File: src/rtl/dh_pkg.sv
// Shared constants for the Diffie-Hellman exchange controller.
// FSM state codes, operation indices and parameter defaults.
package dh_pkg;

    localparam int DEF_W       = 32;
    localparam int DEF_TIMEOUT = 1024;

    typedef logic [2:0] state_t;
    typedef logic [1:0] op_t;

    localparam state_t S_IDLE  = 3'd0;
    localparam state_t S_ISSUE = 3'd1;
    localparam state_t S_WAIT  = 3'd2;
    localparam state_t S_CHECK = 3'd3;
    localparam state_t S_DONE  = 3'd4;
    localparam state_t S_ERR   = 3'd5;

    localparam op_t OP_PUB_A = 2'd0;
    localparam op_t OP_PUB_B = 2'd1;
    localparam op_t OP_KEY_A = 2'd2;
    localparam op_t OP_KEY_B = 2'd3;

endpackage

File: src/rtl/dh_exchange_ctrl_if.sv
// Modular-exponentiation engine handshake.
// master = controller side, slave = engine side.
interface dh_exchange_ctrl_if
    import dh_pkg::*;
#(
    parameter int W = DEF_W
);
    logic         eng_start;
    logic [W-1:0] eng_base;
    logic [W-1:0] eng_exp;
    logic [W-1:0] eng_mod;
    logic         eng_done;
    logic [W-1:0] eng_result;

    modport master (
        output eng_start, eng_base, eng_exp, eng_mod,
        input  eng_done, eng_result
    );

    modport slave (
        input  eng_start, eng_base, eng_exp, eng_mod,
        output eng_done, eng_result
    );
endinterface

File: src/rtl/dh_timeout_cnt.sv
// Clear/enable wait counter; tc flags the last permitted wait cycle.
// Saturates at TIMEOUT-1 so tc stays asserted until cleared.
module dh_timeout_cnt
    import dh_pkg::*;
#(
    parameter int TIMEOUT = DEF_TIMEOUT
) (
    input  logic clk,
    input  logic rst,
    input  logic clr,
    input  logic en,
    output logic tc
);
    localparam int CW = $clog2(TIMEOUT + 1);

    logic [CW-1:0] cnt;

    always_ff @(posedge clk) begin
        if (rst || clr) begin
            cnt <= '0;
        end else if (en && !tc) begin
            cnt <= cnt + CW'(1);
        end
    end

    assign tc = (cnt == CW'(TIMEOUT - 1));

endmodule

File: src/rtl/dh_exchange_ctrl.sv
// Sequences four modexp operations to derive both public values
// and both parties' shared keys, then reports key agreement.
module dh_exchange_ctrl
    import dh_pkg::*;
#(
    parameter int W       = DEF_W,
    parameter int TIMEOUT = DEF_TIMEOUT
) (
    input  logic               CLK,
    input  logic               RST,
    input  logic               ST,
    input  logic [W-1:0]       G,
    input  logic [W-1:0]       P,
    input  logic [W-1:0]       X,
    input  logic [W-1:0]       Y,
    dh_exchange_ctrl_if.master eng,
    output logic [W-1:0]       pub_a,
    output logic [W-1:0]       pub_b,
    output logic [W-1:0]       key,
    output logic               valid,
    output logic               match,
    output logic               busy,
    output logic               error
);
    state_t       state;
    op_t          op;
    logic         st_q;
    logic         launch;
    logic         in_wait;
    logic         tc;
    logic [W-1:0] g_r, p_r, x_r, y_r;
    logic [W-1:0] pa_r, pb_r, ka_r, kb_r;

    assign launch  = (state == S_IDLE) && ST && !st_q;
    assign in_wait = (state == S_WAIT);

    dh_timeout_cnt #(
        .TIMEOUT (TIMEOUT)
    ) u_tmo (
        .clk (CLK),
        .rst (RST),
        .clr (!in_wait),
        .en  (in_wait && !eng.eng_done),
        .tc  (tc)
    );

    // Operands come from latched registers only, so they stay stable
    // for the whole ISSUE/WAIT window of each operation.
    always_comb begin
        eng.eng_base = g_r;
        eng.eng_exp  = x_r;
        unique case (op)
            OP_PUB_A: ;
            OP_PUB_B: eng.eng_exp = y_r;
            OP_KEY_A: eng.eng_base = pb_r;
            OP_KEY_B: begin
                eng.eng_base = pa_r;
                eng.eng_exp  = y_r;
            end
        endcase
    end

    assign eng.eng_mod   = p_r;
    assign eng.eng_start = (state == S_ISSUE);
    assign valid         = (state == S_DONE);
    assign busy          = (state == S_ISSUE) ||
                           (state == S_WAIT)  ||
                           (state == S_CHECK);

    always_ff @(posedge CLK) begin
        if (RST) begin
            state <= S_IDLE;
            op    <= OP_PUB_A;
            st_q  <= 1'b1;
            g_r   <= '0;
            p_r   <= '0;
            x_r   <= '0;
            y_r   <= '0;
            pa_r  <= '0;
            pb_r  <= '0;
            ka_r  <= '0;
            kb_r  <= '0;
            pub_a <= '0;
            pub_b <= '0;
            key   <= '0;
            match <= 1'b0;
            error <= 1'b0;
        end else begin
            st_q <= ST;
            unique case (state)
                S_IDLE: begin
                    if (launch) begin
                        g_r   <= G;
                        p_r   <= P;
                        x_r   <= X;
                        y_r   <= Y;
                        op    <= OP_PUB_A;
                        error <= 1'b0;
                        state <= (P < W'(2)) ? S_ERR : S_ISSUE;
                    end
                end
                S_ISSUE: state <= S_WAIT;
                S_WAIT: begin
                    if (eng.eng_done) begin
                        unique case (op)
                            OP_PUB_A: pa_r <= eng.eng_result;
                            OP_PUB_B: pb_r <= eng.eng_result;
                            OP_KEY_A: ka_r <= eng.eng_result;
                            OP_KEY_B: kb_r <= eng.eng_result;
                        endcase
                        if (op == OP_KEY_B) begin
                            state <= S_CHECK;
                        end else begin
                            op    <= op + 2'd1;
                            state <= S_ISSUE;
                        end
                    end else if (tc) begin
                        state <= S_ERR;
                    end
                end
                S_CHECK: begin
                    pub_a <= pa_r;
                    pub_b <= pb_r;
                    key   <= ka_r;
                    match <= (ka_r == kb_r);
                    state <= S_DONE;
                end
                S_DONE: state <= S_IDLE;
                S_ERR: begin
                    error <= 1'b1;
                    state <= S_IDLE;
                end
                default: state <= S_IDLE;
            endcase
        end
    end

endmodule

File: src/flat_wrapper.sv
// flat-port wrapper written by rule: the top's interface ports become plain ports
module dh_exchange_ctrl_flat import dh_pkg::*;
#(
    parameter int W       = DEF_W,
    parameter int TIMEOUT = DEF_TIMEOUT
)
  (CLK, RST, ST, G, P, X, Y, pub_a, pub_b, key, valid, match, busy, error, eng_eng_start, eng_eng_base, eng_eng_exp, eng_eng_mod, eng_eng_done, eng_eng_result);
  dh_exchange_ctrl_if #(.W(W)) eng_i ();
  input  logic CLK;
  input  logic RST;
  input  logic ST;
  input  logic [W-1:0] G;
  input  logic [W-1:0] P;
  input  logic [W-1:0] X;
  input  logic [W-1:0] Y;
  output logic [W-1:0] pub_a;
  output logic [W-1:0] pub_b;
  output logic [W-1:0] key;
  output logic valid;
  output logic match;
  output logic busy;
  output logic error;
  output wire logic [$bits(eng_i.eng_start)-1:0] eng_eng_start;
  output wire logic [$bits(eng_i.eng_base)-1:0] eng_eng_base;
  output wire logic [$bits(eng_i.eng_exp)-1:0] eng_eng_exp;
  output wire logic [$bits(eng_i.eng_mod)-1:0] eng_eng_mod;
  input wire logic [$bits(eng_i.eng_done)-1:0] eng_eng_done;
  input wire logic [$bits(eng_i.eng_result)-1:0] eng_eng_result;
  assign eng_eng_start = eng_i.eng_start;
  assign eng_eng_base = eng_i.eng_base;
  assign eng_eng_exp = eng_i.eng_exp;
  assign eng_eng_mod = eng_i.eng_mod;
  assign eng_i.eng_done = eng_eng_done;
  assign eng_i.eng_result = eng_eng_result;
  dh_exchange_ctrl #(.W(W), .TIMEOUT(TIMEOUT)) u_core (.CLK(CLK), .RST(RST), .ST(ST), .G(G), .P(P), .X(X), .Y(Y), .eng(eng_i), .pub_a(pub_a), .pub_b(pub_b), .key(key), .valid(valid), .match(match), .busy(busy), .error(error));
endmodule
File: config.mk
export PLATFORM = sky130hd
export DESIGN_NAME = dh_exchange_ctrl_flat
export DESIGN_NICKNAME = d
export VERILOG_FILES = /design/src/rtl/dh_pkg.sv /design/src/rtl/dh_exchange_ctrl_if.sv /design/src/rtl/dh_timeout_cnt.sv /design/src/rtl/dh_exchange_ctrl.sv /design/src/flat_wrapper.sv
export SDC_FILE = /design/constraint.sdc
export NUM_CORES = 1
export LEC_CHECK = 0
export ABC_AREA = 1
export ABC_CLOCK_PERIOD_IN_PS = 4400
export BUFFER_PORTS_ARGS = -buffer_cell sky130_fd_sc_hd__buf_2
export CAP_MARGIN = 20
export CORE_UTILIZATION = 48
export DETAILED_ROUTE_END_ITERATION = 10
export PLACE_DENSITY = 0.84
export SYNTH_ARGS = -nofsm -noshare
export SYNTH_HDL_FRONTEND = slang
export SYNTH_HIERARCHICAL = 1
export SYNTH_SLANG_ARGS = --single-unit
File: constraint.sdc
create_clock -name CLK -period 4.4 [get_ports CLK]
set_input_delay 0 -clock CLK [delete_from_list [all_inputs] [get_ports CLK]]
set_output_delay 0 -clock CLK [all_outputs]
set_load 0.05 [all_outputs]
After elaboration in Yosys (flattened, before gate mapping)
Cells that the tools add are included.
{"block": "totals", "rom_bits": 0, "memories": 0, "ram_bits": 0, "out_inout_bits": 197, "elab_cells": 72, "reg_bits": 371, "latchBits": 0}
{"block": "classes", "n_div": 0, "n_reduce_logical": 24, "add_sub_neg": 2, "n_eq_ne": 14, "shifts": 0, "mul": 0, "bitwise": 0, "muxes": 14, "order_cmp": 1}
{"op": "case mux 32 bit (2 select lines)", "count": 1}
{"op": "equality test 32 bit", "count": 1}
{"op": "< comparator 32 x 2 -> 1 bit, second input constant", "count": 1}
{"op": "2-to-1 mux 32 bit", "count": 1}
{"op": "2-to-1 mux 3 bit", "count": 4}
{"op": "case mux 3 bit (4 select lines)", "count": 1}
{"op": "AND reduction 3 bit", "count": 4}
{"op": "adder 11 x 1 -> 11 bit, second input constant", "count": 1}
{"op": "equality test 11 x 10 -> 1 bit, second input constant", "count": 1}
{"op": "2-to-1 mux 2 bit", "count": 4}
{"op": "equality test 3 x 2 -> 1 bit, second input constant", "count": 2}
{"op": "equality test 3 bit, second input constant", "count": 2}
{"op": "AND reduction 2 bit", "count": 3}
{"op": "equality test 2 bit, second input constant", "count": 2}
{"op": "logical AND 1 bit", "count": 4}
{"op": "logical NOT 1 bit", "count": 4}
{"op": "inequality test 2 bit, second input constant", "count": 2}
{"op": "case mux 2 bit (2 select lines)", "count": 1}
{"op": "AND reduction 4 bit", "count": 1}
{"op": "nonzero test 2 bit", "count": 2}
{"op": "equality test 3 x 1 -> 1 bit, second input constant", "count": 1}
{"op": "logical NOT 3 bit", "count": 1}
{"op": "logical OR 1 bit", "count": 3}
{"op": "inequality test 3 bit, second input constant", "count": 1}
{"op": "7 further kinds", "count": 7}

Longest topological paths before layout
Gate-level depths: netlist of the first run.
{"block": "depth", "ltp_word": 5, "ltp_mapped": 11, "mapped_depth_nobuf": 11}

Hierarchy
The synthesis of the first run kept the hierarchy.
{"module": "dh_exchange_ctrl", "cells_per_inst": 1737, "area_per_inst_um2": 13840.8, "instances": 1}
{"module": "dh_timeout_cnt", "cells_per_inst": 92, "area_per_inst_um2": 616.8, "instances": 1}

Worst setup path after synthesis of the first run
OpenSTA, ideal clock, no wires.
{"block": "synth_path", "path_kind": "flip-flop to output port", "startpoint": "register u_core.op[0]", "endpoint": "output port eng_eng_base[0]", "setup_slack_ns": 2.459, "path_stages_with_launch": 5, "arrival_time_ns": 1.941, "required_ns": 4.400, "path_buffers": 1, "cell_sequence": "dfxtp_1 -> ha_1 -> inv_1 -> clkbuf_1 -> o21ai_0"}
{"block": "synth_via", "elab_chain_cells": 2, "elab_cells_between_ends": 3, "classes_between": "eq/ne (2); mux (1)"}
{"element": "start: declaration", "line_no": "dh_exchange_ctrl.sv:26", "rtl": "op_t op;"}
{"element": "start signal: assignment", "line_no": "dh_exchange_ctrl.sv:114", "rtl": "op <= op + 2'd1;"}
{"element": "equality test 2 bit", "line_no": "dh_exchange_ctrl.sv:52", "rtl": "unique case (op)"}
{"element": "case mux 32 bit (2 select lines) *", "line_no": "dh_exchange_ctrl.sv:52"}
{"element": "end: declaration", "line_no": "flat_wrapper.sv:24", "rtl": "output wire logic [$bits(eng_i.eng_base)-1:0] eng_eng_base;"}
Every way passes the cells marked *; elsewhere a longest branch is shown, timed or not.

Worst setup path in the final report of the first run
{"block": "layout_path", "startpoint": "register u_core.op[0]", "endpoint": "output port eng_eng_base[12]"}
Same word-level chain as after synthesis.

==> reports/qor.txt, run 1 <==
Worst Tran Pin Value = 1.08 ns
Leak pwr = 0.00835 µW
CTS Sinks = 371
TritonCTS buffer count = 39
Final Setup Violations = 0
Largest cells by area after synthesis = dfxtp_1 51%, o21ai_0 11%, nor2_1 9.0%, a21oi_1 7.4%, inv_1 3.3%
Flops & latches, synth = 371
NumNets Final = 2440
Finished Layout Cells = 2694
Top-count cell post-synth = dfxtp_1
Logic pwr share = 0.147
Setup TNS = 0 ns
Port buffer count = 360
Total gr overflow = 0
Area Overhead vs Synth = 32.5%
Cell Int Power = 5910 µW
Count of boundary I/O pins = 361
GP Congestion = 0.900
Max rail drop VDD = 288 µV
Placed insts = 2457
Total GRT Usage = 0.298
Die width = 176 µm
CP max FO = 34
Syn Nets = 1998
Cells on worst reg2reg path = 8
Detailed-route vias per instance = 5.48
Die ar. = 30800 µm²
Max frequency = 339 MHz
Final period util = 0.670
Minimum clock period = 2.95 ns
FP Rows = 63
Final Skew = 0.0329 ns
Via count = 14800
Min-Delay Path Class = input port to flip-flop
Drt first pass iters = 8
Initial antenna violation count = 7
Postcts setup bufs = 0
Longest Clk Path Bufs = 3
Reg-to-reg startpoint = u_core/state[1]
Fillers = 2303
Wire per inst = 17.7 µm
Die height = 176 µm
Detail Route Antenna Nets = 0
Required time of the critical path = 4.40 ns
Clock power frac = 0.415
Post-synth ARST share = 0
Startpoint types = flip-flop
Critical path endpoint category = output port
Mean area per synthesized cell = 7.90 µm²
Commonest cells post-synth = 371 x dfxtp_1, 345 x nor2_1, 304 x o21ai_0, 215 x a21oi_1, 126 x inv_1
Synth area leader = dfxtp_1
Final count of hold timing violations = 0
Sw power = 2250 µW
FF-to-FF End = u_core/y_r[25]
CTS clk-pin slew, worst paths = 0.06 ns
Drt total wl = 47600 µm
Number of global-route vias before repair = 14200
Hold-critical path endpoint = u_core/pb_r[14]
RSZ-0062 raised after global routing = no
Fin. max-slew vios = 0
R2r setup slk = 1.51 ns
Hold path depth = 2
First-pass GRT wire length = 73400 µm
Switching Share = 0.276
Status = finished, final reports clean
Count of different cell masters after synthesis = 34
Max-Slew Margin vs Limit = 0.279
Effective utilization at floorplan = 0.488
H-tree depth = 2
Largest net degree at the start of global routing = 164
Root Buffer = clkbuf_16
Worst EP arrival = 2.95 ns
Yosys warns = 6
Sequential Power Share = 0.438
Synthesized area = 14500 µm²
Layout cell share with drive strength beyond 1 = 0.212
Power Dens Cells = 426 nW/µm²
Clk_lat worst skew = 0.54 ns
Post-synth top area share = 0.514
Util after Layout = 0.646
Ys flop type = dfxtp_1
WS Path Type = flip-flop to output port
Cells after synthesis = 1829
Hpwl dp = 29200 µm
Number of synthesized flops with an enable pin = 0
Min-delay src = RST
# DRC = 0
Drt first-iter violations = 1540
CTS tree = done
Max Cap Viol = 0
Sequential-to-total area share from yosys stat = 0.514
Core area = 29600 µm²
metal layers:
metal | wire length, µm | track usage | vias to the layer above
met2 | 21600 | 0.478 | 858
met1 | 18800 | 0.369 | 6778
met4 | 2630 | 0.174 | 2
li1 | - | - | 6930
met3 | 4510 | 0.0649 | 194
met5 | 17 | 0 | -
through the flow:
stage / hold slack (ns) / total power, µW / instance area (µm²) / setup slack (ns)
finish: 0.0679 / 8160 / 19200 / 1.45
floorplan: 0.0964 / 4370 / 14500 / 2.46
global placement: 0.187 / 4640 / 16200 / 1.89
CTS: 0.0425 / 8130 / 19100 / 1.48
global route: 0.0879 / 8410 / 19200 / 1.32
detailed placement: 0.189 / 4670 / 16200 / 1.77
worst max-delay path by stage:
stage | slack (ns) | depth (start not counted) | to | from
after floorplan | 2.46 | 4 | eng_eng_base[0] | u_core/op[0]
after global placement | 1.89 | 7 | u_core/eng.eng_mod[16] | u_core/state[1]
after detailed placement | 1.77 | 8 | u_core/x_r[27] | u_core/state[0]
after CTS | 1.48 | 8 | eng_eng_base[12] | u_core/op[0]
after global routing | 1.32 | 8 | eng_eng_base[12] | u_core/op[0]
final | 1.45 | 8 | eng_eng_base[12] | u_core/op[0]
final cells by class:
| type | count | area, µm² | area share |
|---|---|---|---|
| clock inverters | 14 | 233 | 0.0121 |
| diodes | 6 | 15.0 | 0.000784 |
| multi-input cells | 1194 | 5870 | 0.307 |
| repair buffers | 532 | 3520 | 0.184 |
| clock buffers | 54 | 1090 | 0.0570 |
| flip-flops and latches | 371 | 7430 | 0.388 |
| inverters | 133 | 512 | 0.0267 |
| well taps | 390 | 488 | 0.0255 |
timing repair:
| item | CTS | global route |
|---|---|---|
| hold endpoints to repair | 259 | 0 |
| resized for setup | 0 | 0 |
| hold buffers | 162 | 0 |
registers in the layout, indices dropped and copies added, names as in the netlist, 2 cells and up:
signal,count
u_core/u_tmo/cnt,11
u_core/eng.eng_mod,32
u_core/y_r,32
u_core/state,3
u_core/x_r,32
u_core/kb_r,32
u_core/ka_r,32
u_core/key,32
u_core/pb_r,32
u_core/op,2
u_core/pub_a,32
u_core/pa_r,32
u_core/pub_b,32
u_core/g_r,32
worst max-delay path, cell delays in order, from the launching register on:
cell and delay [ns]:
dfxtp_1 0.37, inv_1 0.10, ha_1 0.20, buf_4 0.26, nor2_2 0.47, buf_4 0.36
a22oi_1 0.13, o21ai_0 0.20, buf_2 0.35
power groups by stage:
stage          combinational (µW)  clock (µW)  sequential, µW
3_3_place_gp                 1020           0            3630
2_1_floorplan                 608           0            3760
6_report                     1200        3390            3570
3_5_place_dp                 1030           0            3630
5_1_grt                      1270        3550            3580
4_1_cts                      1150        3420            3560
cells in the final DEF (no fill, tap or decap), types with 39 or more instances in the layout:
cell           count
dfxtp_1          371
buf_2            360
nor2_1           343
o21ai_0          304
a21oi_1          215
dlygate4sd3_1    162
inv_1            126
nand2_1          114
o21ai_1           53
nand3_1           44
clkbuf_16         39
kinds of logic (layout without fill, tap and decap cells):
family	after synthesis	after routing	synth area share
compound gates	605	605	0.215
simple gates	538	538	0.152
flops	371	371	0.514
buf+inv	264	733	0.0810
mux	32	32	0.0249
xor+xnor	14	14	0.00848
fa+ha+maj	5	5	0.00433
other cells	0	6	0
(Power assumes the default switching activity.)
==> inputs of run 2 (changes only) <==
--- a/config.mk
+++ b/config.mk
@@ -6,12 +6,12 @@
 export NUM_CORES = 1
 export LEC_CHECK = 0
 export ABC_AREA = 1
-export ABC_CLOCK_PERIOD_IN_PS = 4400
+export ABC_CLOCK_PERIOD_IN_PS = 2400
 export BUFFER_PORTS_ARGS = -buffer_cell sky130_fd_sc_hd__buf_2
 export CAP_MARGIN = 20
 export CORE_UTILIZATION = 48
 export DETAILED_ROUTE_END_ITERATION = 10
-export PLACE_DENSITY = 0.84
+export PLACE_DENSITY = 0.87
 export SYNTH_ARGS = -nofsm -noshare
 export SYNTH_HDL_FRONTEND = slang
 export SYNTH_HIERARCHICAL = 1
==> constraint.sdc (replaced) <==
create_clock -name CLK -period 2.4 [get_ports CLK]
set_input_delay 0 -clock CLK [delete_from_list [all_inputs] [get_ports CLK]]
set_output_delay 0 -clock CLK [all_outputs]
set_load 0.05 [all_outputs]
==> reports/qor.txt, run 2 (synthesis gave the netlist of run 1 again) <==
WS Path Type = flip-flop to output port
First-pass GRT wire length = 75100 µm
Sw power = 4120 µW
Wire per inst = 18.1 µm
Port buffer count = 360
Drt first pass iters = 7
Root Buffer = clkbuf_16
Sequential Power Share = 0.444
Total gr overflow = 0
Initial antenna violation count = 8
Critical path endpoint category = output port
Die width = 176 µm
Minimum clock period = 2.38 ns
Final period util = 0.993
Clock power frac = 0.402
Via count = 15200
Pre-CTS setup slack = 0.323 ns
Cell Int Power = 10600 µW
TritonCTS buffer count = 38
Most frequent cells in the layout = 371 x dfxtp_1, 354 x buf_2, 343 x nor2_1
PnR worst setup slack = 0.0168 ns
H-tree depth = 2
GP Congestion = 0.922
Effective utilization at floorplan = 0.488
Max-Slew Margin vs Limit = 0.305
Drt total wl = 49200 µm
CTS Sinks = 371
CP endpoint = eng_eng_base[17]
Die ar. = 30800 µm²
Power Dens Cells = 760 nW/µm²
Fillers = 2223
Final count of hold timing violations = 0
Final Skew = 0.0169 ns
Global routing usage on met3 = 0.0652
Met2 Usage GRT = 0.492
Number of global-route vias before repair = 14300
Drt first-iter violations = 1741
Die height = 176 µm
Count of boundary I/O pins = 361
Clk_lat worst skew = 0.53 ns
Max frequency = 420 MHz
Logic pwr share = 0.154
Detailed-route vias per instance = 5.59
Worst Tran Pin Value = 1.04 ns
NumNets Final = 2462
Core area = 29600 µm²
FF-to-FF End = u_core/eng.eng_mod[8]
Cells on worst reg2reg path = 8
GR Layer Usage met1 = 0.377
Reg-to-reg startpoint = u_core/state[0]
CP max FO = 14
Worst EP arrival = 2.38 ns
Switching Share = 0.280
R2r setup slk = 0.24 ns
Leak pwr = 0.00843 µW
Detail Route Antenna Nets = 0
Critical Path Start = u_core/op[1]
Max rail drop VDD = 474 µV
Total GRT Usage = 0.307
Layer carrying the most global-route usage = met2
CTS tree = done
Layout cell share with drive strength beyond 1 = 0.217
Min-Delay Path Class = input port to flip-flop
Required time of the critical path = 2.40 ns
Area Overhead vs Synth = 34.1%
FP Rows = 63
# DRC = 0
Longest Clk Path Bufs = 3
Status = finished, final reports clean
Max Cap Viol = 0
Largest net degree at the start of global routing = 116
Final Setup Violations = 0
Startpoint types = flip-flop
CTS clk-pin slew, worst paths = 0.06 ns
Setup TNS = 0 ns
Hpwl dp = 30200 µm
Commonest non-fill, non-tap cell in the layout = dfxtp_1
Fin. max-slew vios = 0
## run 2: changes by cell type in the layout (fill, tap and decap cells not counted), sizes merged
cell	delta
clkinv	-4
diode	-2
clkbuf	+3
buf	+14
bufinv	-2
clkinvlp	+2
dlygate4sd3	+7
inv	+1
## run 2: worst min path at each step
stage                from        endpoint  cells past startpoint
global route         X[1]   u_core/x_r[1]                      4
CTS                 X[13]  u_core/x_r[13]                      4
finish              X[28]  u_core/x_r[28]                      4
floorplan              ST     u_core/st_q                      2
detailed placement     ST     u_core/st_q                      3
global placement       ST     u_core/st_q                      3
## run 2: power groups by stage
stage          clock network, µW  registers, µW  logic, µW
3_3_place_gp                   0           6650       1890
2_1_floorplan                  0           6890       1110
6_report                    5920           6550       2260
4_1_cts                     5960           6530       2160
3_5_place_dp                   0           6660       1930
5_1_grt                     6240           6560       2390
## run 2: worst max-delay path, cell delays in order, from the launching register on
cell and delay [ns]:
dfxtp_1 0.43, ha_2 0.33, clkinvlp_4 0.21, buf_4 0.22, o21ai_0 0.38, buf_4 0.28
## run 2: cell type report
class / count / area (µm²) / share of cell area
antenna: 4 / 10.0 / 0.000516
tap: 390 / 488 / 0.0252
inverter: 133 / 515 / 0.0266
multi-input combinational: 1194 / 5890 / 0.304
clock buffer: 55 / 1080 / 0.0560
sequential: 371 / 7430 / 0.383
clock inverter: 11 / 155 / 0.00800
timing repair buffer: 555 / 3810 / 0.197
## run 2: what timing repair did
item	CTS	global route
setup endpoints to repair	13	54
hold buffers	169	0
hold endpoints to repair	260	0
setup buffers	2	0
gates resized for setup	8	10
## run 2: through the flow
step	std cells	util	instance area (µm²)	total power, µW	hold WS, ns
floorplan	1829	-	14500	8010	0.0964
global placement	2472	0.552	16400	8540	0.191
detailed placement	2472	0.552	16400	8590	0.203
CTS	2709	0.653	19300	14700	0.252
global route	2712	0.654	19400	15200	0.280
finish	2713	0.654	19400	14700	0.268
## run 2: routing by layer
layer  wire length, µm  up-vias
li1                  -     6980
met1             18900     6993
met2             22700      972
met3              4660      224
met4              2930        8
met5                44        -
